**config.mk**
```make
export PLATFORM = sky130hd
export DESIGN_NAME = lcd_win_ctrl
export DESIGN_NICKNAME = d
export VERILOG_FILES = /design/src/rtl/lcd_win_ctrl.sv
export SDC_FILE = /design/constraint.sdc
export NUM_CORES = 1
export LEC_CHECK = 0
export ABC_AREA = 0
export BUFFER_PORTS_ARGS = -buffer_cell sky130_fd_sc_hd__buf_2
export CORE_MARGIN = 4
export CORE_UTILIZATION = 55
export DETAILED_ROUTE_END_ITERATION = 8
export PLACE_DENSITY_LB_ADDON = 0.25
export SETUP_SLACK_MARGIN = 0.1
export SLEW_MARGIN = 10
export SYNTH_ARGS = -nofsm -noshare
export SYNTH_HDL_FRONTEND = slang
export SYNTH_SLANG_ARGS = --single-unit
```
**constraint.sdc**
```tcl
create_clock -name clk -period 4.3 [get_ports clk]
set_input_delay 0.43 -clock clk [delete_from_list [all_inputs] [get_ports clk]]
set_output_delay 0.43 -clock clk [all_outputs]
set_load 0.02 [all_outputs]
```
**src/rtl/lcd_win_ctrl.sv**
```systemverilog
// lcd_win_ctrl: display window controller.
// Loads an IMG_W x IMG_H frame from a raster pixel stream and then streams out a
// WIN x WIN window at a movable, saturating origin. Each accepted command holds busy
// high until the window has been output and one idle cycle has followed.
// Optional feature macro: LCD_WIN_MIRROR_EN adds cmd 6 (H-mirror toggle) and
// cmd 7 (V-flip toggle). Without the macro, cmds 6 and 7 are ignored.
module lcd_win_ctrl #(
    parameter int unsigned DW    = 8,
    parameter int unsigned IMG_W = 6,
    parameter int unsigned IMG_H = 6,
    parameter int unsigned WIN   = 3
) (
    input  logic          clk,
    input  logic          reset,
    input  logic [DW-1:0] datain,
    input  logic [2:0]    cmd,
    input  logic          cmd_valid,
    output logic [DW-1:0] dataout,
    output logic          output_valid,
    output logic          busy
);

    localparam int unsigned NPIX = IMG_W * IMG_H;
    localparam int unsigned AW   = $clog2(NPIX) + 1;
    localparam int unsigned AIW  = (NPIX > 1) ? $clog2(NPIX) : 1;
    localparam int unsigned XW   = $clog2(IMG_W) + 1;
    localparam int unsigned YW   = $clog2(IMG_H) + 1;
    localparam int unsigned WW   = $clog2(WIN) + 1;

    localparam logic [XW-1:0] OX0    = XW'((IMG_W - WIN + 1) / 2);
    localparam logic [YW-1:0] OY0    = YW'((IMG_H - WIN + 1) / 2);
    localparam logic [XW-1:0] OX_MAX = XW'(IMG_W - WIN);
    localparam logic [YW-1:0] OY_MAX = YW'(IMG_H - WIN);
    localparam logic [WW-1:0] W_LAST = WW'(WIN - 1);
    localparam logic [AW-1:0] N_LAST = AW'(NPIX - 1);

    localparam logic [2:0] CmdRefresh = 3'd0;
    localparam logic [2:0] CmdLoad    = 3'd1;
    localparam logic [2:0] CmdRight   = 3'd2;
    localparam logic [2:0] CmdLeft    = 3'd3;
    localparam logic [2:0] CmdUp      = 3'd4;
    localparam logic [2:0] CmdDown    = 3'd5;

    typedef enum logic [1:0] {StIdle, StLoad, StOut, StDone} state_e;

    state_e state_q, state_d;

    logic [DW-1:0] mem_q [NPIX];
    logic [AW-1:0] ld_cnt_q;
    logic [WW-1:0] r_q, c_q;
    logic [XW-1:0] ox_q;
    logic [YW-1:0] oy_q;
    logic [DW-1:0] dataout_q;
    logic          valid_q;

    logic          cmd_legal;
    logic          accept;
    logic          load_last;
    logic          out_last;
    logic [WW-1:0] r_eff, c_eff;
    logic [AIW-1:0] pix_addr;

`ifdef LCD_WIN_MIRROR_EN
    localparam logic [2:0] CmdHMir = 3'd6;
    localparam logic [2:0] CmdVFlp = 3'd7;
    logic hmir_q, vflip_q;

    assign cmd_legal = 1'b1;
    assign c_eff     = hmir_q  ? (W_LAST - c_q) : c_q;
    assign r_eff     = vflip_q ? (W_LAST - r_q) : r_q;
`else
    assign cmd_legal = (cmd <= CmdDown);
    assign c_eff     = c_q;
    assign r_eff     = r_q;
`endif

    assign accept    = cmd_valid && (state_q == StIdle) && cmd_legal;
    assign load_last = (ld_cnt_q == N_LAST);
    assign out_last  = (r_q == W_LAST) && (c_q == W_LAST);
    // Origin saturation keeps row/col within the frame, so no wrap is possible.
    assign pix_addr  = (AIW'(oy_q) + AIW'(r_eff)) * AIW'(IMG_W) + AIW'(ox_q) + AIW'(c_eff);

    // State register.
    always_ff @(posedge clk or negedge reset) begin
        if (!reset) begin
            state_q <= StIdle;
        end else begin
            state_q <= state_d;
        end
    end

    // Next-state logic: IDLE -> (LOAD) -> OUT -> DONE -> IDLE.
    always_comb begin
        state_d = state_q;
        unique case (state_q)
            StIdle: if (accept) state_d = (cmd == CmdLoad) ? StLoad : StOut;
            StLoad: if (load_last) state_d = StOut;
            StOut:  if (out_last) state_d = StDone;
            StDone: state_d = StIdle;
            default: state_d = StIdle;
        endcase
    end

    // Outputs: busy covers every non-idle state, pixel stream is registered.
    always_comb begin
        busy         = (state_q != StIdle);
        dataout      = dataout_q;
        output_valid = valid_q;
    end

    // Datapath: frame buffer, origin, counters and output registers.
    always_ff @(posedge clk or negedge reset) begin
        if (!reset) begin
            for (int i = 0; i < NPIX; i++) mem_q[i] <= '0;
            ld_cnt_q  <= '0;
            r_q       <= '0;
            c_q       <= '0;
            ox_q      <= OX0;
            oy_q      <= OY0;
            dataout_q <= '0;
            valid_q   <= 1'b0;
`ifdef LCD_WIN_MIRROR_EN
            hmir_q    <= 1'b0;
            vflip_q   <= 1'b0;
`endif
        end else begin
            unique case (state_q)
                StIdle: begin
                    if (accept) begin
                        ld_cnt_q <= '0;
                        r_q      <= '0;
                        c_q      <= '0;
                        case (cmd)
                            CmdLoad: begin
                                ox_q <= OX0;
                                oy_q <= OY0;
`ifdef LCD_WIN_MIRROR_EN
                                hmir_q  <= 1'b0;
                                vflip_q <= 1'b0;
`endif
                            end
                            CmdRight: if (ox_q < OX_MAX) ox_q <= ox_q + 1'b1;
                            CmdLeft:  if (ox_q != '0) ox_q <= ox_q - 1'b1;
                            CmdUp:    if (oy_q != '0) oy_q <= oy_q - 1'b1;
                            CmdDown:  if (oy_q < OY_MAX) oy_q <= oy_q + 1'b1;
`ifdef LCD_WIN_MIRROR_EN
                            CmdHMir:  hmir_q  <= ~hmir_q;
                            CmdVFlp:  vflip_q <= ~vflip_q;
`endif
                            default: ;
                        endcase
                    end
                end
                StLoad: begin
                    mem_q[ld_cnt_q[AIW-1:0]] <= datain;
                    ld_cnt_q <= ld_cnt_q + 1'b1;
                end
                StOut: begin
                    dataout_q <= mem_q[pix_addr];
                    valid_q   <= 1'b1;
                    if (c_q == W_LAST) begin
                        c_q <= '0;
                        r_q <= r_q + 1'b1;
                    end else begin
                        c_q <= c_q + 1'b1;
                    end
                end
                StDone: valid_q <= 1'b0;
                default: ;
            endcase
        end
    end

    // Unused unless CmdRefresh is named explicitly; keeps the command map readable.
    logic unused_refresh;
    assign unused_refresh = (cmd == CmdRefresh);

endmodule

```
==> results of run 1 <==
kinds of logic after synthesis:
| kind of cell | after synthesis | synth area share |
|---|---|---|
| adders and majority gates | 30 | 0.0277 |
| xor gates and xnor gates | 11 | 0.00673 |
| DFF | 320 | 0.519 |
| AOI/OAI and AO/OA | 101 | 0.0432 |
| buffers and inverters | 97 | 0.0258 |
| and+or+nand+nor | 148 | 0.0485 |
| muxes | 381 | 0.329 |
routing by layer:
metal,vias up,wire [microns],share of wire,GRT usage
li1,4063,-,-,-
met1,4879,16200,0.46,0.348
met2,208,16400,0.47,0.362
met3,52,1640,0.047,0.0344
met4,2,615,0.018,0.0517
met5,-,13,0.00037,0
critical path: stages (launching register included):
cell       delay, ns
dfrtp_1         0.42
ha_1            0.25
fa_2            0.46
ha_1            0.29
inv_1           0.05
fa_1            0.48
inv_1           0.06
fa_2            0.63
buf_12          0.14
clkbuf_16       0.18
mux4_2          0.33
mux2i_1         0.25
a211oi_1        0.11
a21oi_1         0.24
o221ai_1        0.14
cell usage in the layout, fill, tap and decap left out, types with 17 or more instances in the layout:
master / instances
dfrtp_1: 318
mux2_2: 289
mux4_2: 72
nand2_1: 51
clkbuf_16: 37
inv_1: 32
a21oi_1: 29
a211oi_1: 22
buf_2: 22
nor2_1: 20
nor2b_1: 20
ha_1: 20
nand3_1: 18
mux2i_1: 17
how the worst min path moves through the flow:
stage,start,end,slack [ns],depth (start not counted)
finish,reset,mem_q[14]$_DFFE_PN0P_,-0.003,1
global placement,mem_q[5]$_DFFE_PN0P_,mem_q[5]$_DFFE_PN0P_,0.47,1
CTS,reset,mem_q[17]$_DFFE_PN0P_,0.02,1
detailed placement,mem_q[5]$_DFFE_PN0P_,mem_q[5]$_DFFE_PN0P_,0.47,1
floorplan,reset,c_eff[0]$_DFFE_PN0P_,0.13,0
global route,reset,mem_q[14]$_DFFE_PN0P_,0.06,1
sequential cells by signal, indices dropped and copies added, names as in the netlist:
| name | flops |
|---|---|
| output_valid | 1 |
| mem_q | 288 |
| oy_q | 4 |
| state_q | 2 |
| r_eff | 3 |
| ld_cnt_q | 7 |
| ox_q | 4 |
| c_eff | 3 |
| dataout | 8 |
cell type report:
type,instances,area [sq um],share of cell area
tap,378,473,0.0272
clock inverter,19,230,0.0133
clock buffer,44,991,0.0571
sequential,320,8010,0.461
multi-input combinational,671,7120,0.410
timing repair buffer,47,423,0.0244
inverter,33,124,0.00713
per-stage QoR:
step / hold slack [ns] / utilization / instances
detailed placement: 0.473 / 0.578 / 1443
finish: -0.00276 / 0.627 / 1512
floorplan: 0.134 / - / 1088
global route: 0.0648 / 0.627 / 1512
CTS: 0.0210 / 0.623 / 1506
global placement: 0.468 / 0.578 / 1443
repair_timing:
action                                  CTS  global route
pin swaps                                 0             2
setup buffers                             0             5
gates cloned                              0             1
gates resized for setup                   2             7
endpoints found under the setup margin    8             8
==> impl_metrics.json, run 1 <==
{
  "status": "finished with violations",
  "failed_checks": "hold timing",
  "fin_crit_sh": 0.962,
  "r2r_slack_ns": 0.16,
  "netlist_instances": 1088,
  "worstSetupEndpointType": "register",
  "min-delay-path-class": "in2async",
  "yosysTopAreaCellShare": 0.515,
  "crit_required_ns": 4.70,
  "cts_sinks": 320,
  "synth_area_leaders": "dfrtp_1 (52%), mux2_2 (21%), mux4_2 (11%), ha_1 (1.9%), nand2_1 (1.2%)",
  "r2r-start": "oy_q[0]$_DFFE_PN0P_",
  "grt_max_degree": 115,
  "synth_top_area_cell": "dfrtp_1",
  "critPathKind": "reg2reg",
  "avgViaCountPerCell": 6.09,
  "synth_flop_cell": "dfrtp_1",
  "dp_worst_setup_slack_ns": -0.0216,
  "place.gp.congestion": 0.850,
  "wire_per_inst_microns": 23.0,
  "worst-endpoint-arrival_ns": 4.53,
  "cap_viol_max_count": 0,
  "synth_area_sq_um": 15400,
  "htree_num_levels": 2,
  "skew_ns": 0.0240,
  "finalSetupViolations": 0,
  "cp-endpoint": "dataout[3]$_DFFE_PN0P_",
  "layout_min_cycle_time_ns": 4.14,
  "r2r-end": "dataout[3]$_DFFE_PN0P_",
  "die_y_microns": 176,
  "io_pins": 24,
  "rsz0062_at_grt": "true",
  "placed_area_sq_um": 16000,
  "cp-start-kind": "register",
  "cts-buffers-inserted": 35,
  "dpl.hpwl_microns": 22000,
  "synth_edf_count": 0,
  "grtUsageTotal": 0.231,
  "synth-async-reset-ratio": 1.00,
  "cts_tree": "built",
  "fin_hold_ws_ns": -0.00276,
  "fillers": 2064,
  "clock_latency_ns": 0.53,
  "grt_pass1_wl_microns": 55700,
  "cts_hold_buf": 0,
  "clock.fmax_mhz": 242,
  "num_rows": 61,
  "antennaDiodeCount": 0,
  "synth_common_cells": "dfrtp_1 (318), mux2_2 (289), mux4_2 (72)",
  "setup_tns_ns": 0,
  "drt_iter0_drc": 597,
  "cts_buffer_depth": 3,
  "ant_nets": 0,
  "fp.dieW_microns": 176,
  "drcViolationCount": 0,
  "synth_area_per_cell_sq_um": 14.2,
  "initial_core_util": 0.557,
  "via_count": 9204,
  "root_buffer": "clkbuf_16",
  "ys_types": 53,
  "final_max_slew_viol_count": 0,
  "startpoint": "oy_q[0]$_DFFE_PN0P_",
  "layout.nets": 1152,
  "clk_pin_slew_ns": 0.07,
  "worstMarginPinSlew_ns": 1.06,
  "die_area_sq_um": 30800,
  "coreArea_sq_um": 27700,
  "wirelength_microns": 34800,
  "ys_seq_elements": 320,
  "ys_warn_count": 0,
  "synth.most_common_cell": "dfrtp_1",
  "setup_ws_ns": 0.165,
  "fin_area_sq_um": 17400,
  "portBuffers": 23,
  "ff2ff_path_depth": 14,
  "cp_max_fo": 16,
  "synth_nets": 1132,
  "ys_seq_area_frac": 0.519,
  "grt_pass1_vias": 9579,
  "hold_viol": 1,
  "antenna_found_initial": 1,
  "slew_headroom": 0.287,
  "drive_gt1_frac": 0.436,
  "overflow": 0,
  "firstDrtPassIters": 4,
  "syn2layout_area_growth_pct": 12.5
}
Power of run 1 is not shown: default switching activity piles up to over one toggle a cycle in this logic, so the estimate is an artifact.
==> run 2, diff against run 1 <==
--- a/config.mk
+++ b/config.mk
@@ -8,7 +8,7 @@
 export ABC_AREA = 0
 export BUFFER_PORTS_ARGS = -buffer_cell sky130_fd_sc_hd__buf_2
 export CORE_MARGIN = 4
-export CORE_UTILIZATION = 55
+export CORE_UTILIZATION = 44
 export DETAILED_ROUTE_END_ITERATION = 8
 export PLACE_DENSITY_LB_ADDON = 0.25
 export SETUP_SLACK_MARGIN = 0.1
==> impl_metrics.json, run 2 (synthesis gave the netlist of run 1 again) <==
{
  "critPathKind": "reg2reg",
  "fp.dieW_microns": 195,
  "final_cell_mix": "dfrtp_1 (318), mux2_2 (289), mux4_2 (72), nand2_1 (51), clkbuf_16 (37)",
  "rsz0062_at_grt": "true",
  "syn2layout_area_growth_pct": 13.0,
  "r2r_slack_ns": 0.24,
  "critPathBufInv": 4,
  "io_pins": 24,
  "skew_ns": 0.0221,
  "antenna_found_initial": 0,
  "fin_crit_sh": 0.945,
  "cp_top_family": "adder cells",
  "status": "finished clean",
  "cts_sinks": 320,
  "cp.depth": 14,
  "setup_tns_ns": 0,
  "wirelength_microns": 37600,
  "avgViaCountPerCell": 5.80,
  "cp_max_fo": 18,
  "cts-buffers-inserted": 37,
  "htree_num_levels": 2,
  "slew_headroom": 0.256,
  "path_cells": "ha_1 > fa_1 > ha_1 > inv_1 > fa_1 > inv_1 > fa_2 > buf_12 > buf_6 > mux4_2 > mux2i_1 > a211oi_1 > a21oi_1 > o221ai_1",
  "clock.fmax_mhz": 246,
  "drcViolationCount": 0,
  "worstMarginPinSlew_ns": 1.11,
  "num_rows": 68,
  "finalSetupViolations": 0,
  "largest_register_ffs": 288,
  "die_y_microns": 195,
  "cts_tree": "built",
  "cp-start-kind": "register",
  "place.gp.congestion": 0.896,
  "initial_core_util": 0.447,
  "firstDrtPassIters": 5,
  "layout.nets": 1156,
  "crit_required_ns": 4.69,
  "grt_pass1_vias": 9598,
  "ant_nets": 0,
  "cap_viol_max_count": 0,
  "wire_per_inst_microns": 23.6,
  "whs_path_depth": 4,
  "worst-endpoint-arrival_ns": 4.45,
  "worstSetupEndpointType": "register",
  "critical_path.max_stage_delay_ns": 0.56,
  "root_buffer": "clkbuf_16",
  "hold_viol": 0,
  "drive_gt1_frac": 0.427,
  "coreArea_sq_um": 34500,
  "portBuffers": 23,
  "grt_pass1_wl_microns": 58700,
  "overflow": 0,
  "crit_slowest_cell": "fa_2",
  "regMostFlops": "mem_q",
  "grtUsageTotal": 0.198,
  "clk_pin_slew_ns": 0.06,
  "cts_buffer_depth": 3,
  "layout_min_cycle_time_ns": 4.06,
  "grt_max_degree": 101,
  "antennaDiodeCount": 0,
  "clock_latency_ns": 0.53,
  "ff2ff_path_depth": 14,
  "via_count": 9249,
  "dpl.hpwl_microns": 24400,
  "final_common_cell": "dfrtp_1",
  "final_max_slew_viol_count": 0,
  "min-delay-path-class": "in2reg",
  "die_area_sq_um": 38100,
  "drt_iter0_drc": 574
}
==> run 2: final cells by class <==
type,count,area [sq um]
well taps,455,569
inverters,33,124
repair buffers,48,410
flip-flops and latches,320,8010
fillers,2956,17100
clock inverters,10,135
clock buffers,56,1070
multi-input cells,672,7140
==> run 2: timing repair <==
action                                 in CTS  in global routing
resized for setup                           1                  9
setup endpoints to repair                   4                  8
gates cloned                                0                  1
endpoints found under the hold margin      83                  0
buffers inserted                            0                  0
pin swaps                                   0                  2
hold buffers                                1                  0
==> run 2: tightest hold or removal path: cells and delay by family <==
| family | cells | cell delay [ns] |
|---|---|---|
| buf+inv | 1 | 0.15 |
| mux | 1 | 0.06 |
| simple gates | 2 | 0.18 |
==> run 2: worst paths after layout <==
path,start,end
worst min-delay path,cmd[1],oy_q[0]$_DFFE_PN0P_
worst max register to register,oy_q[0]$_DFFE_PN0P_,dataout[3]$_DFFE_PN0P_
worst max-delay path,oy_q[0]$_DFFE_PN0P_,dataout[3]$_DFFE_PN0P_
worst min register to register,mem_q[5]$_DFFE_PN0P_,mem_q[5]$_DFFE_PN0P_
min in group asynchronous,reset,mem_q[24]$_DFFE_PN0P_
max in group asynchronous,reset,ox_q[1]$_DFFE_PN1P_
==> run 2: per-layer routing <==
metal	global-route usage	part of all wire
met5	0	0
met4	0.0458	0.020
met3	0.0350	0.048
met2	0.318	0.48
met1	0.286	0.45
==> run 2: per-stage QoR <==
step / cell area (sq um) / cells / utilization / hold slack (ns) / worst slack [ns]
floorplan: 15400 / 1088 / - / 0.134 / 0.266
global placement: 16200 / 1526 / 0.468 / 0.463 / 0.148
finish: 17500 / 1594 / 0.505 / 0.361 / 0.238
global route: 17500 / 1594 / 0.505 / 0.392 / 0.0871
detailed placement: 16200 / 1526 / 0.468 / 0.473 / 0.0905
CTS: 17400 / 1593 / 0.503 / 0.342 / 0.118
Power of run 2 is left out for the same reason.
